### src/rtl/seq_detector_1011.sv
// seq_detector_1011: Moore detector for the serial pattern 1011.
// A 5-state FSM advances on enabled edges. Overlapping or non-overlapping
// mode is chosen by `overlap`. Each entry into the match state produces a
// registered one-cycle `detect` pulse and bumps a saturating match counter.
// Handshake: there is no valid/ready; `en` qualifies `din` on each rising edge,
// and edges with en=0 leave state and count untouched.
module seq_detector_1011 #(
   parameter int CNT_W = 8
) (
   input  logic             clk,
   input  logic             rst,
   input  logic             din,
   input  logic             en,
   input  logic             overlap,
   input  logic             clr_cnt,
   output logic             detect,
   output logic [CNT_W-1:0] count,
   output logic [2:0]       state_out
);

   // State encodings double as the debug view on state_out.
   localparam logic [2:0] S0 = 3'd0;  // nothing matched
   localparam logic [2:0] S1 = 3'd1;  // "1"
   localparam logic [2:0] S2 = 3'd2;  // "10"
   localparam logic [2:0] S3 = 3'd3;  // "101"
   localparam logic [2:0] S4 = 3'd4;  // "1011" matched

   localparam logic [CNT_W-1:0] CNT_MAX = {CNT_W{1'b1}};
   localparam logic [CNT_W-1:0] CNT_ONE = {{(CNT_W-1){1'b0}}, 1'b1};

   logic [2:0]       state_q, state_d;
   logic             detect_q, detect_d;
   logic [CNT_W-1:0] count_q, count_d;
   logic             match;

   // Next-state logic. Illegal encodings recover to S0 even when en=0.
   always_comb begin
      state_d = state_q;
      if (state_q > S4) begin
         state_d = S0;
      end else if (en) begin
         case (state_q)
            S0:      state_d = din ? S1 : S0;
            S1:      state_d = din ? S1 : S2;
            S2:      state_d = din ? S3 : S0;
            S3:      state_d = din ? S4 : S2;
            S4:      state_d = din ? S1 : (overlap ? S2 : S0);
            default: state_d = S0;
         endcase
      end
   end

   // Match qualifier, then the detect pulse and saturating counter update.
   // A clear that coincides with a match leaves the count at 1 so the match
   // still gets counted.
   always_comb begin
      match    = en && (state_d == S4);
      detect_d = match;
      count_d  = count_q;
      if (clr_cnt) begin
         count_d = match ? CNT_ONE : '0;
      end else if (match && (count_q != CNT_MAX)) begin
         count_d = count_q + CNT_ONE;
      end
   end

   // Registers with synchronous active-high reset overriding all inputs.
   always_ff @(posedge clk) begin
      if (rst) begin
         state_q  <= S0;
         detect_q <= 1'b0;
         count_q  <= '0;
      end else begin
         state_q  <= state_d;
         detect_q <= detect_d;
         count_q  <= count_d;
      end
   end

   assign detect    = detect_q;
   assign count     = count_q;
   assign state_out = state_q;

endmodule

### config.mk
export PLATFORM = sky130hd
export DESIGN_NAME = seq_detector_1011
export DESIGN_NICKNAME = d
export VERILOG_FILES = /design/src/rtl/seq_detector_1011.sv
export SDC_FILE = /design/constraint.sdc
export NUM_CORES = 1
export LEC_CHECK = 0
export BUFFER_PORTS_ARGS = -buffer_cell sky130_fd_sc_hd__buf_4
export CORE_MARGIN = 3
export CORE_UTILIZATION = 48
export CTS_CLUSTER_SIZE = 10
export DETAILED_ROUTE_END_ITERATION = 10
export PLACE_DENSITY = 0.72
export SYNTH_ARGS = -nofsm -noshare
export SYNTH_HDL_FRONTEND = slang
export SYNTH_SLANG_ARGS = --single-unit
### constraint.sdc
create_clock -name clk -period 1.7 [get_ports clk]
set_input_delay 0.34 -clock clk [delete_from_list [all_inputs] [get_ports clk]]
set_output_delay 0.34 -clock clk [all_outputs]
set_load 0.1 [all_outputs]
==> run_summary.xml, run 1 <==
<?xml version="1.0" encoding="UTF-8"?>
<metrics>
  <group name="outcome">
    <metric name="outcome" unit="">finished, final reports clean</metric>
  </group>
  <group name="power_and_ir_drop">
    <metric name="power_leakage" unit="nW">0.338</metric>
    <metric name="power" unit="W">0.000527</metric>
    <metric name="vdd_drop_max" unit="mV">0.428</metric>
    <metric name="p_per_area" unit="mW/mm2">649</metric>
  </group>
  <group name="detailed_routing">
    <metric name="drc" unit="">0</metric>
    <metric name="drt-total-wl" unit="um">1290</metric>
    <metric name="viasPerCell" unit="">5.39</metric>
    <metric name="detailroute.via_count" unit="">582</metric>
    <metric name="detail_route.wl_per_cell" unit="um">12.0</metric>
    <metric name="first_pass_iters" unit="">4</metric>
    <metric name="drt_iter0_markers" unit="">11</metric>
    <metric name="postRouteAntennaNets" unit="">0</metric>
  </group>
  <group name="synthesis">
    <metric name="post_synth.cell_area_avg" unit="um2">8.51</metric>
    <metric name="ys_ff_latch" unit="">12</metric>
    <metric name="synth_seq_area_share" unit="">0.376</metric>
    <metric name="synth_top_cells_by_count" unit="">12 x sky130_fd_sc_hd__dfxtp_1, 11 x sky130_fd_sc_hd__nor2_1, 5 x sky130_fd_sc_hd__mux2i_1, 5 x sky130_fd_sc_hd__nand2_1</metric>
    <metric name="yosys.cell_count.top_type" unit="">sky130_fd_sc_hd__dfxtp_1</metric>
    <metric name="synth-edff-count" unit="">0</metric>
    <metric name="ys_warn_count" unit="">0</metric>
    <metric name="synth-async-reset-ratio" unit="">0</metric>
    <metric name="synthesized_instance_count" unit="">75</metric>
    <metric name="synth-main-ff-cell" unit="">sky130_fd_sc_hd__dfxtp_1</metric>
    <metric name="synth.net_count" unit="">82</metric>
    <metric name="synth_cell_types" unit="">32</metric>
    <metric name="synth_top_area_share" unit="">0.376</metric>
    <metric name="leading_post_synthesis_cells_by_cell_area" unit="">sky130_fd_sc_hd__dfxtp_1 38%, sky130_fd_sc_hd__mux2i_1 7.8%, sky130_fd_sc_hd__nor2_1 6.5%</metric>
    <metric name="synthDominantAreaCellType" unit="">sky130_fd_sc_hd__dfxtp_1</metric>
    <metric name="mappedNetlistArea" unit="um2">638</metric>
  </group>
  <group name="global_route">
    <metric name="track_usage" unit="">0.170</metric>
    <metric name="pin_count_of_the_biggest_net_entering_global_routing" unit="">11</metric>
    <metric name="grt_antenna_before_repair" unit="">0</metric>
    <metric name="global_route_wire_length_before_repair" unit="um">2320</metric>
    <metric name="global_route.overflow_total" unit="">0</metric>
    <metric name="number_of_global_route_vias_before_repair" unit="">513</metric>
  </group>
  <group name="sta">
    <metric name="final-max-slew-violation-count" unit="">0</metric>
    <metric name="max_slew_margin" unit="">0.790</metric>
    <metric name="final-hold-violation-count" unit="">0</metric>
    <metric name="setup_repair_after_global_routing_missed_its_margin" unit="">no</metric>
    <metric name="timing.clock.skew" unit="ps">11.1</metric>
    <metric name="period_minus_slack" unit="ps">1420</metric>
    <metric name="holdWs" unit="ps">259</metric>
    <metric name="period_utilization_post_route" unit="">0.832</metric>
    <metric name="maxClockFrequency" unit="MHz">707</metric>
    <metric name="fin_setup_tns" unit="ps">0</metric>
    <metric name="report.final.setup_viol" unit="">0</metric>
    <metric name="tightest_slew" unit="ps">312</metric>
  </group>
  <group name="cells_and_area">
    <metric name="finish.instance_area" unit="um2">812</metric>
    <metric name="n_fill_cell" unit="">111</metric>
    <metric name="antennaDiodeCount" unit="">0</metric>
    <metric name="nNetsFinal" unit="">102</metric>
    <metric name="final_core_utilization" unit="">0.693</metric>
    <metric name="post_route_cells_drive_above_1_share" unit="">0.383</metric>
    <metric name="area_growth" unit="%">27.3</metric>
    <metric name="sequential_cell_area" unit="um2">262</metric>
    <metric name="multi_input_area" unit="um2">364</metric>
  </group>
  <group name="clocking">
    <metric name="post_cts_resized" unit="">0</metric>
    <metric name="tritoncts" unit="">built</metric>
    <metric name="cts-root-buf" unit="">sky130_fd_sc_hd__clkbuf_4</metric>
    <metric name="cts_made_buffers" unit="">3</metric>
    <metric name="cts.sink_count" unit="">12</metric>
    <metric name="clock_tree.buffer_depth" unit="">2</metric>
    <metric name="clk_pin_slew_worst_paths" unit="ps">70</metric>
    <metric name="cts_post_setup_buffers_inserted" unit="">0</metric>
    <metric name="worst_skew_pair.late_latency" unit="ps">270</metric>
    <metric name="cts.hold.buffers_added" unit="">0</metric>
    <metric name="clock_tree.htree_level_count" unit="">1</metric>
  </group>
  <group name="min_path">
    <metric name="timing.hold.worst.class" unit="">primary input to flop</metric>
  </group>
  <group name="place">
    <metric name="final_hpwl_from_detailed_placement" unit="um">997</metric>
    <metric name="gp_congestion" unit="">0.827</metric>
    <metric name="io_buffer_count" unit="">17</metric>
    <metric name="placed_cell_area" unit="um2">786</metric>
  </group>
  <group name="floorplan">
    <metric name="start_util" unit="">0.545</metric>
    <metric name="full_die_area" unit="mm2">0.00180</metric>
    <metric name="core-area" unit="mm2">0.00117</metric>
    <metric name="boundaryPins" unit="">18</metric>
    <metric name="placement_rows" unit="">12</metric>
    <metric name="die-height" unit="um">42.5</metric>
    <metric name="die_w" unit="um">42.5</metric>
  </group>
  <group name="setup_path">
    <metric name="cp.arrival" unit="ps">1590</metric>
    <metric name="type_of_element_capturing_the_critical_path" unit="">flop</metric>
    <metric name="cp_max_fo" unit="">5</metric>
    <metric name="crit_path_category" unit="">flop to flop</metric>
    <metric name="critPathRequiredTime" unit="ps">1870</metric>
    <metric name="worst_setup_path_start_kind" unit="">flop</metric>
  </group>
  <group name="run">
    <metric name="max_cap_violations" unit="">0</metric>
  </group>
</metrics>
metrics by stage:
stage,setup slack [ps],cells
after detailed placement,253,104
after CTS,305,108
after floorplan,26.5,75
final,285,108
after global placement,254,104
after global routing,114,108
area by class of cell:
cell class | count | area share
Sequential cell | 12 | 0.322
Inverter | 4 | 0.0185
Tap cell | 14 | 0.0216
Timing Repair Buffer | 17 | 0.157
Clock buffer | 4 | 0.0324
Multi-Input combinational cell | 57 | 0.448
flip-flops by register name, indices dropped and copies added (netlist names):
register,flops
state_out,3
detect,1
count,8
cell usage in the layout, fill, tap and decap left out, types with 2 or more instances in the layout:
cell	instances
sky130_fd_sc_hd__nor2_1	11
sky130_fd_sc_hd__clkbuf_4	3
sky130_fd_sc_hd__buf_4	17
sky130_fd_sc_hd__mux2i_1	5
sky130_fd_sc_hd__nand4_1	2
sky130_fd_sc_hd__dfxtp_4	3
sky130_fd_sc_hd__nand2_1	5
sky130_fd_sc_hd__a31oi_1	2
sky130_fd_sc_hd__nand2b_1	2
sky130_fd_sc_hd__a21oi_1	2
sky130_fd_sc_hd__nor3_1	2
sky130_fd_sc_hd__nand3_1	3
sky130_fd_sc_hd__nand3b_1	2
sky130_fd_sc_hd__o21ai_0	4
sky130_fd_sc_hd__inv_1	4
sky130_fd_sc_hd__dfxtp_2	8
path summary, 6_finish.rpt:
kind,to,from,slack (ps),cells after the start
hold / removal,state_out[0],rst,260,2
setup reg to reg,count[1],count[0],280,5
hold reg to reg,count[6],count[6],490,2
setup / recovery,count[1],count[0],280,5
routing by layer:
metal	vias to the layer above	global-route usage	routed length, um
li1	314	-	-
met1	248	0.233	663
met2	16	0.219	518
met3	4	0.0815	84
met4	0	0.0745	27
met5	-	0	0
worst max-delay path: stages (launching register included):
cell	delay, ps
sky130_fd_sc_hd__dfxtp_4	360
sky130_fd_sc_hd__ha_1	220
sky130_fd_sc_hd__nand3_1	180
sky130_fd_sc_hd__o211ai_1	280
sky130_fd_sc_hd__mux2i_1	220
sky130_fd_sc_hd__nor2_1	50
report_power, final:
| part | internal, W | switching (W) |
|---|---|---|
| clock network | 0.0000908 | 0.0000847 |
| logic | 0.0000223 | 0.0000412 |
| registers | 0.000281 | 0.00000668 |
kinds of logic (layout without fill, tap and decap cells):
kind of cell               after synthesis  in the layout  share of synthesized area
and+or+nand+nor                         35             35                      0.290
AOI/OAI and AO/OA                       16             16                      0.182
DFF                                     12             12                      0.376
buffers and inverters                    6             25                     0.0529
muxes                                    5              5                     0.0784
adders and majority gates                1              1                     0.0196
No activity file was read; power rests on OpenSTA's default activity.
==> run 2: changes to the inputs <==
--- a/config.mk
+++ b/config.mk
@@ -5,12 +5,13 @@
 export SDC_FILE = /design/constraint.sdc
 export NUM_CORES = 1
 export LEC_CHECK = 0
+export ABC_AREA = 1
 export BUFFER_PORTS_ARGS = -buffer_cell sky130_fd_sc_hd__buf_4
-export CORE_MARGIN = 3
-export CORE_UTILIZATION = 48
+export CORE_AREA = 3 3 40 42
 export CTS_CLUSTER_SIZE = 10
 export DETAILED_ROUTE_END_ITERATION = 10
-export PLACE_DENSITY = 0.72
+export DIE_AREA = 0 0 43 45
+export PLACE_DENSITY = 0.71
 export SYNTH_ARGS = -nofsm -noshare
 export SYNTH_HDL_FRONTEND = slang
 export SYNTH_SLANG_ARGS = --single-unit
==> constraint.sdc (replaced) <==
create_clock -name clk -period 1.4 [get_ports clk]
set_input_delay 0.28 -clock clk [delete_from_list [all_inputs] [get_ports clk]]
set_output_delay 0.28 -clock clk [all_outputs]
set_load 0.1 [all_outputs]
==> run_summary.xml, run 2 <==
<?xml version="1.0" encoding="UTF-8"?>
<metrics>
  <group name="outcome">
    <metric name="outcome" unit="">finished, final reports clean</metric>
  </group>
  <group name="detailed_routing">
    <metric name="detailroute.via_count" unit="">638</metric>
    <metric name="first_pass_iters" unit="">4</metric>
    <metric name="viasPerCell" unit="">4.98</metric>
    <metric name="detail_route.wl_per_cell" unit="um">10.8</metric>
    <metric name="wl_met3" unit="um">72</metric>
    <metric name="postRouteAntennaNets" unit="">0</metric>
    <metric name="drt_iter0_markers" unit="">9</metric>
    <metric name="drt-total-wl" unit="um">1380</metric>
    <metric name="drc" unit="">0</metric>
    <metric name="routed-wl-met2" unit="um">678</metric>
    <metric name="met1_wirelength" unit="um">606</metric>
    <metric name="highest-signal-layer" unit="">met4</metric>
  </group>
  <group name="clocking">
    <metric name="tritoncts" unit="">built</metric>
    <metric name="clock_tree.buffer_depth" unit="">2</metric>
    <metric name="clock_tree.htree_level_count" unit="">1</metric>
    <metric name="clk_pin_slew_worst_paths" unit="ps">70</metric>
    <metric name="cts_post_setup_buffers_inserted" unit="">0</metric>
    <metric name="cts-root-buf" unit="">sky130_fd_sc_hd__clkbuf_4</metric>
    <metric name="cts_made_buffers" unit="">3</metric>
    <metric name="post_cts_resized" unit="">0</metric>
    <metric name="worst_skew_pair.late_latency" unit="ps">270</metric>
    <metric name="cts.sink_count" unit="">12</metric>
    <metric name="cts.hold.buffers_added" unit="">0</metric>
  </group>
  <group name="floorplan">
    <metric name="boundaryPins" unit="">18</metric>
    <metric name="placement_rows" unit="">13</metric>
    <metric name="core-area" unit="mm2">0.00128</metric>
    <metric name="full_die_area" unit="mm2">0.00194</metric>
    <metric name="die-height" unit="um">45</metric>
    <metric name="die_w" unit="um">43</metric>
    <metric name="start_util" unit="">0.479</metric>
  </group>
  <group name="setup_path">
    <metric name="crit_path_category" unit="">flop to flop</metric>
    <metric name="cp_max_fo" unit="">7</metric>
    <metric name="worst_setup_path_start_kind" unit="">flop</metric>
    <metric name="critPathRequiredTime" unit="ps">1570</metric>
    <metric name="cp.arrival" unit="ps">1430</metric>
    <metric name="type_of_element_capturing_the_critical_path" unit="">flop</metric>
  </group>
  <group name="sta">
    <metric name="final-hold-violation-count" unit="">0</metric>
    <metric name="max_slew_margin" unit="">0.815</metric>
    <metric name="period_minus_slack" unit="ps">1260</metric>
    <metric name="timing.clock.skew" unit="ps">0.566</metric>
    <metric name="period_utilization_post_route" unit="">0.900</metric>
    <metric name="maxClockFrequency" unit="MHz">794</metric>
    <metric name="fin_setup_tns" unit="ps">0</metric>
    <metric name="tightest_slew" unit="ps">280</metric>
    <metric name="holdWs" unit="ps">198</metric>
    <metric name="setup_repair_after_global_routing_missed_its_margin" unit="">no</metric>
    <metric name="final-max-slew-violation-count" unit="">0</metric>
    <metric name="report.final.setup_viol" unit="">0</metric>
  </group>
  <group name="place">
    <metric name="gp_congestion" unit="">0.798</metric>
    <metric name="io_buffer_count" unit="">17</metric>
    <metric name="final_hpwl_from_detailed_placement" unit="um">1120</metric>
  </group>
  <group name="cells_and_area">
    <metric name="multi_input_area" unit="um2">353</metric>
    <metric name="layout.cells.most_common" unit="">sky130_fd_sc_hd__nand2_1</metric>
    <metric name="n_fill_cell" unit="">108</metric>
    <metric name="layout_common_cells" unit="">20 x sky130_fd_sc_hd__nand2_1, 18 x sky130_fd_sc_hd__buf_4, 17 x sky130_fd_sc_hd__nor2_1, 8 x sky130_fd_sc_hd__o21ai_0</metric>
    <metric name="post_route_cells_drive_above_1_share" unit="">0.372</metric>
    <metric name="area_growth" unit="%">38.0</metric>
    <metric name="largest_register_ffs" unit="">8</metric>
    <metric name="nNetsFinal" unit="">121</metric>
    <metric name="antennaDiodeCount" unit="">0</metric>
    <metric name="sequential_cell_area" unit="um2">269</metric>
  </group>
  <group name="synthesis">
    <metric name="synth-main-ff-cell" unit="">sky130_fd_sc_hd__dfxtp_1</metric>
    <metric name="mappedNetlistArea" unit="um2">616</metric>
    <metric name="post_synth_mux_area_share" unit="">0</metric>
    <metric name="synthDominantAreaCellType" unit="">sky130_fd_sc_hd__dfxtp_1</metric>
    <metric name="synthesized_instance_count" unit="">91</metric>
    <metric name="compound_gate_portion_of_the_synthesized_area" unit="">0.152</metric>
    <metric name="synth.net_count" unit="">98</metric>
    <metric name="synth-async-reset-ratio" unit="">0</metric>
    <metric name="synth_top_cells_by_count" unit="">21 x sky130_fd_sc_hd__nand2_1, 17 x sky130_fd_sc_hd__nor2_1, 12 x sky130_fd_sc_hd__dfxtp_1</metric>
    <metric name="post_synth.cell_area_avg" unit="um2">6.76</metric>
    <metric name="yosys.area_share.adder" unit="">0.0203</metric>
    <metric name="ys_warn_count" unit="">0</metric>
    <metric name="synth_seq_area_share" unit="">0.390</metric>
    <metric name="ys_ff_latch" unit="">12</metric>
    <metric name="synth-edff-count" unit="">0</metric>
    <metric name="leading_post_synthesis_cells_by_cell_area" unit="">sky130_fd_sc_hd__dfxtp_1 39%, sky130_fd_sc_hd__nand2_1 13%, sky130_fd_sc_hd__nor2_1 10%</metric>
    <metric name="synth_cell_types" unit="">15</metric>
    <metric name="synth_top_area_share" unit="">0.390</metric>
    <metric name="yosys.cell_count.top_type" unit="">sky130_fd_sc_hd__nand2_1</metric>
    <metric name="synth_simple_gate_area_frac" unit="">0.376</metric>
    <metric name="post_synth_xor_area_fraction" unit="">0</metric>
    <metric name="synth_top_family_by_area" unit="">simple AND/OR/NAND/NOR gates</metric>
  </group>
  <group name="global_route">
    <metric name="pin_count_of_the_biggest_net_entering_global_routing" unit="">9</metric>
    <metric name="global_route_wire_length_before_repair" unit="um">2260</metric>
    <metric name="grt_antenna_before_repair" unit="">0</metric>
    <metric name="global_route.overflow_total" unit="">0</metric>
    <metric name="track_usage" unit="">0.154</metric>
    <metric name="number_of_global_route_vias_before_repair" unit="">560</metric>
  </group>
  <group name="power_and_ir_drop">
    <metric name="pwr-share-comb" unit="">0.157</metric>
    <metric name="power_report.internal_total" unit="W">0.000531</metric>
    <metric name="p_per_area" unit="mW/mm2">865</metric>
    <metric name="vdd_drop_max" unit="mV">0.497</metric>
    <metric name="p_sw_frac" unit="">0.277</metric>
    <metric name="share_seq_of_total_power" unit="">0.473</metric>
    <metric name="power_leakage" unit="nW">0.365</metric>
    <metric name="pwr-share-clk" unit="">0.370</metric>
    <metric name="power.net_switching" unit="W">0.000204</metric>
  </group>
  <group name="run">
    <metric name="max_cap_violations" unit="">0</metric>
  </group>
  <group name="min_path">
    <metric name="timing.hold.worst.class" unit="">primary input to flop</metric>
  </group>
</metrics>
-- run 2: metal layers --
metal | global-route usage | vias to the layer above
met5 | 0 | -
met4 | 0.0964 | 0
met3 | 0.0359 | 4
met2 | 0.269 | 17
met1 | 0.169 | 276
li1 | - | 341
-- run 2: path summary, 6_finish.rpt --
path,startpoint,slack (ps),cells past startpoint,endpoint
max,count[0],140,9,count[3]
min,rst,200,2,state_out[0]
max reg2reg,count[0],140,9,count[3]
min reg2reg,count[1],520,2,count[1]
-- run 2: critical path: stages (launching register included) --
cell and delay [ps]:
sky130_fd_sc_hd__dfxtp_4 370, sky130_fd_sc_hd__ha_4 160, sky130_fd_sc_hd__nand3_1 70, sky130_fd_sc_hd__inv_1 70, sky130_fd_sc_hd__nand2_2 90, sky130_fd_sc_hd__inv_2 50, sky130_fd_sc_hd__nor2_4 160, sky130_fd_sc_hd__nand3_1 90
sky130_fd_sc_hd__nand2_1 70, sky130_fd_sc_hd__nor2_1 30
-- run 2: kinds of logic (layout without fill, tap and decap cells) --
| logic type | Yosys count | after routing |
|---|---|---|
| compound gates | 17 | 17 |
| fa+ha+maj | 1 | 1 |
| buf+inv | 10 | 32 |
| flops | 12 | 12 |
| simple gates | 51 | 51 |
-- run 2: power by group through the flow --
stage               sequential (W)  combinational, W  clock [W]
floorplan                 0.000402         0.0000316          0
detailed placement        0.000355          0.000116          0
global placement          0.000355          0.000115          0
finish                    0.000347          0.000116   0.000272
global route              0.000349          0.000124   0.000292
CTS                       0.000347          0.000116   0.000282
-- run 2: final cells by class --
| class | count | area share |
|---|---|---|
| clock buffers | 4 | 0.0427 |
| inverters | 10 | 0.0442 |
| multi-input cells | 69 | 0.415 |
| flip-flops and latches | 12 | 0.317 |
| well taps | 15 | 0.0221 |
| repair buffers | 18 | 0.159 |
-- run 2: per-stage QoR --
step           worst slack, ps  cells  total power (W)   util  cell area, um2
3_3_place_gp               175    124         0.000470  0.633             813
5_1_grt                   13.8    128         0.000764  0.661             850
3_5_place_dp               157    124         0.000471  0.633             813
2_1_floorplan            0.570     91         0.000434      -             659
6_report                   140    128         0.000735  0.661             850
4_1_cts                    142    128         0.000746  0.661             850
==> run 3: changes to the inputs <==
--- a/config.mk
+++ b/config.mk
@@ -7,10 +7,10 @@
 export LEC_CHECK = 0
 export ABC_AREA = 1
 export BUFFER_PORTS_ARGS = -buffer_cell sky130_fd_sc_hd__buf_4
-export CORE_AREA = 3 3 40 42
+export CORE_AREA = 2 2 39 41
 export CTS_CLUSTER_SIZE = 10
 export DETAILED_ROUTE_END_ITERATION = 10
-export DIE_AREA = 0 0 43 45
+export DIE_AREA = 0 0 41 43
 export PLACE_DENSITY = 0.71
 export SYNTH_ARGS = -nofsm -noshare
 export SYNTH_HDL_FRONTEND = slang
==> run_summary.xml, run 3 (synthesis gave the netlist of run 2 again) <==
<?xml version="1.0" encoding="UTF-8"?>
<metrics>
  <group name="min_path">
    <metric name="worst_hold_startpoint" unit="">rst</metric>
    <metric name="timing.hold.worst.class" unit="">primary input to flop</metric>
    <metric name="worstHoldEndpoint" unit="">state_out[0]</metric>
    <metric name="hold_depth" unit="">2</metric>
  </group>
  <group name="sta">
    <metric name="max_slew_margin" unit="">0.815</metric>
    <metric name="final-hold-violation-count" unit="">0</metric>
    <metric name="fin_setup_tns" unit="ps">0</metric>
    <metric name="maxClockFrequency" unit="MHz">779</metric>
    <metric name="period_minus_slack" unit="ps">1280</metric>
    <metric name="report.final.setup_viol" unit="">0</metric>
    <metric name="tightest_slew" unit="ps">280</metric>
    <metric name="timing.clock.skew" unit="ps">0.707</metric>
    <metric name="setup_repair_after_global_routing_missed_its_margin" unit="">no</metric>
    <metric name="period_utilization_post_route" unit="">0.917</metric>
    <metric name="postLayoutSetupSlackWorst" unit="ps">116</metric>
    <metric name="final-max-slew-violation-count" unit="">0</metric>
  </group>
  <group name="clocking">
    <metric name="cts_post_setup_buffers_inserted" unit="">0</metric>
    <metric name="cts.hold.buffers_added" unit="">0</metric>
    <metric name="worst_skew_pair.late_latency" unit="ps">260</metric>
    <metric name="tritoncts" unit="">built</metric>
    <metric name="clock_tree.buffer_depth" unit="">2</metric>
    <metric name="cts_made_buffers" unit="">3</metric>
    <metric name="cts-root-buf" unit="">sky130_fd_sc_hd__clkbuf_4</metric>
    <metric name="cts.sink_count" unit="">12</metric>
    <metric name="clk_pin_slew_worst_paths" unit="ps">70</metric>
    <metric name="post_cts_resized" unit="">0</metric>
    <metric name="clock_tree.htree_level_count" unit="">1</metric>
  </group>
  <group name="power_and_ir_drop">
    <metric name="power_report.internal_total" unit="W">0.000476</metric>
    <metric name="power_leakage" unit="nW">0.360</metric>
    <metric name="share_seq_of_total_power" unit="">0.519</metric>
    <metric name="p_sw_frac" unit="">0.290</metric>
    <metric name="pwr-share-comb" unit="">0.170</metric>
    <metric name="power.net_switching" unit="W">0.000194</metric>
    <metric name="p_per_area" unit="mW/mm2">797</metric>
    <metric name="vdd_drop_max" unit="mV">0.504</metric>
    <metric name="pwr-share-clk" unit="">0.311</metric>
  </group>
  <group name="cells_and_area">
    <metric name="n_fill_cell" unit="">132</metric>
    <metric name="area_growth" unit="%">36.6</metric>
    <metric name="largest_register_ffs" unit="">8</metric>
    <metric name="layout.cells.most_common" unit="">sky130_fd_sc_hd__nand2_1</metric>
    <metric name="nNetsFinal" unit="">121</metric>
    <metric name="antennaDiodeCount" unit="">0</metric>
    <metric name="post_route_cells_drive_above_1_share" unit="">0.363</metric>
    <metric name="layout_common_cells" unit="">20 x sky130_fd_sc_hd__nand2_1, 18 x sky130_fd_sc_hd__buf_4, 17 x sky130_fd_sc_hd__nor2_1, 8 x sky130_fd_sc_hd__o21ai_0</metric>
    <metric name="finish.instance_area" unit="um2">841</metric>
  </group>
  <group name="setup_path">
    <metric name="worstReg2RegEnd" unit="">count[4]</metric>
    <metric name="cp_max_fo" unit="">7</metric>
    <metric name="reg2reg_depth" unit="">9</metric>
    <metric name="reg2reg_setup_slack" unit="ps">120</metric>
    <metric name="critPathRequiredTime" unit="ps">1560</metric>
    <metric name="cp.arrival" unit="ps">1440</metric>
    <metric name="worst_setup_path_start_kind" unit="">flop</metric>
    <metric name="crit_path_category" unit="">flop to flop</metric>
    <metric name="regToRegStartpoint" unit="">count[0]</metric>
    <metric name="type_of_element_capturing_the_critical_path" unit="">flop</metric>
  </group>
  <group name="detailed_routing">
    <metric name="detailroute.via_count" unit="">658</metric>
    <metric name="postRouteAntennaNets" unit="">0</metric>
    <metric name="first_pass_iters" unit="">4</metric>
    <metric name="viasPerCell" unit="">5.10</metric>
    <metric name="highest-signal-layer" unit="">met4</metric>
    <metric name="routed-wl-met2" unit="um">662</metric>
    <metric name="met1_wirelength" unit="um">553</metric>
    <metric name="drt_iter0_markers" unit="">9</metric>
    <metric name="drt-total-wl" unit="um">1300</metric>
    <metric name="detail_route.wl_per_cell" unit="um">10.1</metric>
    <metric name="drc" unit="">0</metric>
    <metric name="wl_met3" unit="um">70</metric>
  </group>
  <group name="place">
    <metric name="final_hpwl_from_detailed_placement" unit="um">1050</metric>
    <metric name="placed_cell_area" unit="um2">815</metric>
    <metric name="io_buffer_count" unit="">17</metric>
    <metric name="gp_congestion" unit="">0.759</metric>
    <metric name="dpl_worst_slack" unit="ps">144</metric>
  </group>
  <group name="floorplan">
    <metric name="core-area" unit="mm2">0.00138</metric>
    <metric name="placement_rows" unit="">14</metric>
    <metric name="start_util" unit="">0.445</metric>
    <metric name="die-height" unit="um">43</metric>
    <metric name="boundaryPins" unit="">18</metric>
    <metric name="full_die_area" unit="mm2">0.00176</metric>
    <metric name="die_w" unit="um">41</metric>
  </group>
  <group name="outcome">
    <metric name="outcome" unit="">finished, final reports clean</metric>
  </group>
  <group name="global_route">
    <metric name="pin_count_of_the_biggest_net_entering_global_routing" unit="">9</metric>
    <metric name="grt_antenna_before_repair" unit="">0</metric>
    <metric name="global_route.overflow_total" unit="">0</metric>
    <metric name="number_of_global_route_vias_before_repair" unit="">525</metric>
    <metric name="global_route_wire_length_before_repair" unit="um">2150</metric>
    <metric name="track_usage" unit="">0.178</metric>
  </group>
  <group name="run">
    <metric name="max_cap_violations" unit="">0</metric>
  </group>
</metrics>
## run 3: cell types whose count changed in the layout (fill, tap and decap cells not counted)
cell | before | now
sky130_fd_sc_hd__clkinv_1 | 0 | 1
sky130_fd_sc_hd__clkbuf_8 | 1 | 0
## run 3: worst max-delay path by stage
stage	from	to	slack (ps)	cells after the start
2_1_floorplan	count[0]	count[0]	0.6	8
3_3_place_gp	count[0]	count[4]	170	9
3_5_place_dp	count[0]	count[4]	140	9
4_1_cts	count[0]	count[4]	130	8
5_1_grt	count[0]	count[4]	60	9
6_report	count[0]	count[4]	120	9
## run 3: final cells by class
type | count | area, um2 | area share
clock buffers | 3 | 22.5 | 0.0268
well taps | 16 | 20.0 | 0.0238
flip-flops and latches | 12 | 269 | 0.320
multi-input cells | 69 | 353 | 0.420
clock inverters | 1 | 3.75 | 0.00446
inverters | 10 | 37.5 | 0.0446
repair buffers | 18 | 135 | 0.161
## run 3: metrics by stage
stage / power, W / hold slack [ps] / instances / utilization
2_1_floorplan: 0.000434 / 343 / 91 / -
3_3_place_gp: 0.000470 / 480 / 125 / 0.589
3_5_place_dp: 0.000470 / 478 / 125 / 0.589
4_1_cts: 0.000686 / 189 / 129 / 0.608
5_1_grt: 0.000713 / 178 / 129 / 0.608
6_report: 0.000670 / 198 / 129 / 0.608
## run 3: critical path, cell delays in order, from the launching register on
cell,delay (ps)
sky130_fd_sc_hd__dfxtp_4,370
sky130_fd_sc_hd__ha_4,160
sky130_fd_sc_hd__nand3_1,70
sky130_fd_sc_hd__inv_1,70
sky130_fd_sc_hd__nand2_2,90
sky130_fd_sc_hd__inv_2,50
sky130_fd_sc_hd__nor2_4,160
sky130_fd_sc_hd__nand3_1,90
sky130_fd_sc_hd__nand2_1,70
sky130_fd_sc_hd__nor2_1,50
## run 3: layer usage
layer  track usage  up-vias
met5             0        -
met4        0.0800        0
met3        0.0314        2
met2         0.291       16
met1         0.212      296
li1              -      344
## run 3: power groups by stage
stage / clock, W / combinational [W] / sequential (W)
3_5_place_dp: 0 / 0.000114 / 0.000356
5_1_grt: 0.000241 / 0.000123 / 0.000349
3_3_place_gp: 0 / 0.000114 / 0.000356
2_1_floorplan: 0 / 0.0000316 / 0.000402
4_1_cts: 0.000223 / 0.000115 / 0.000348
6_report: 0.000208 / 0.000114 / 0.000348
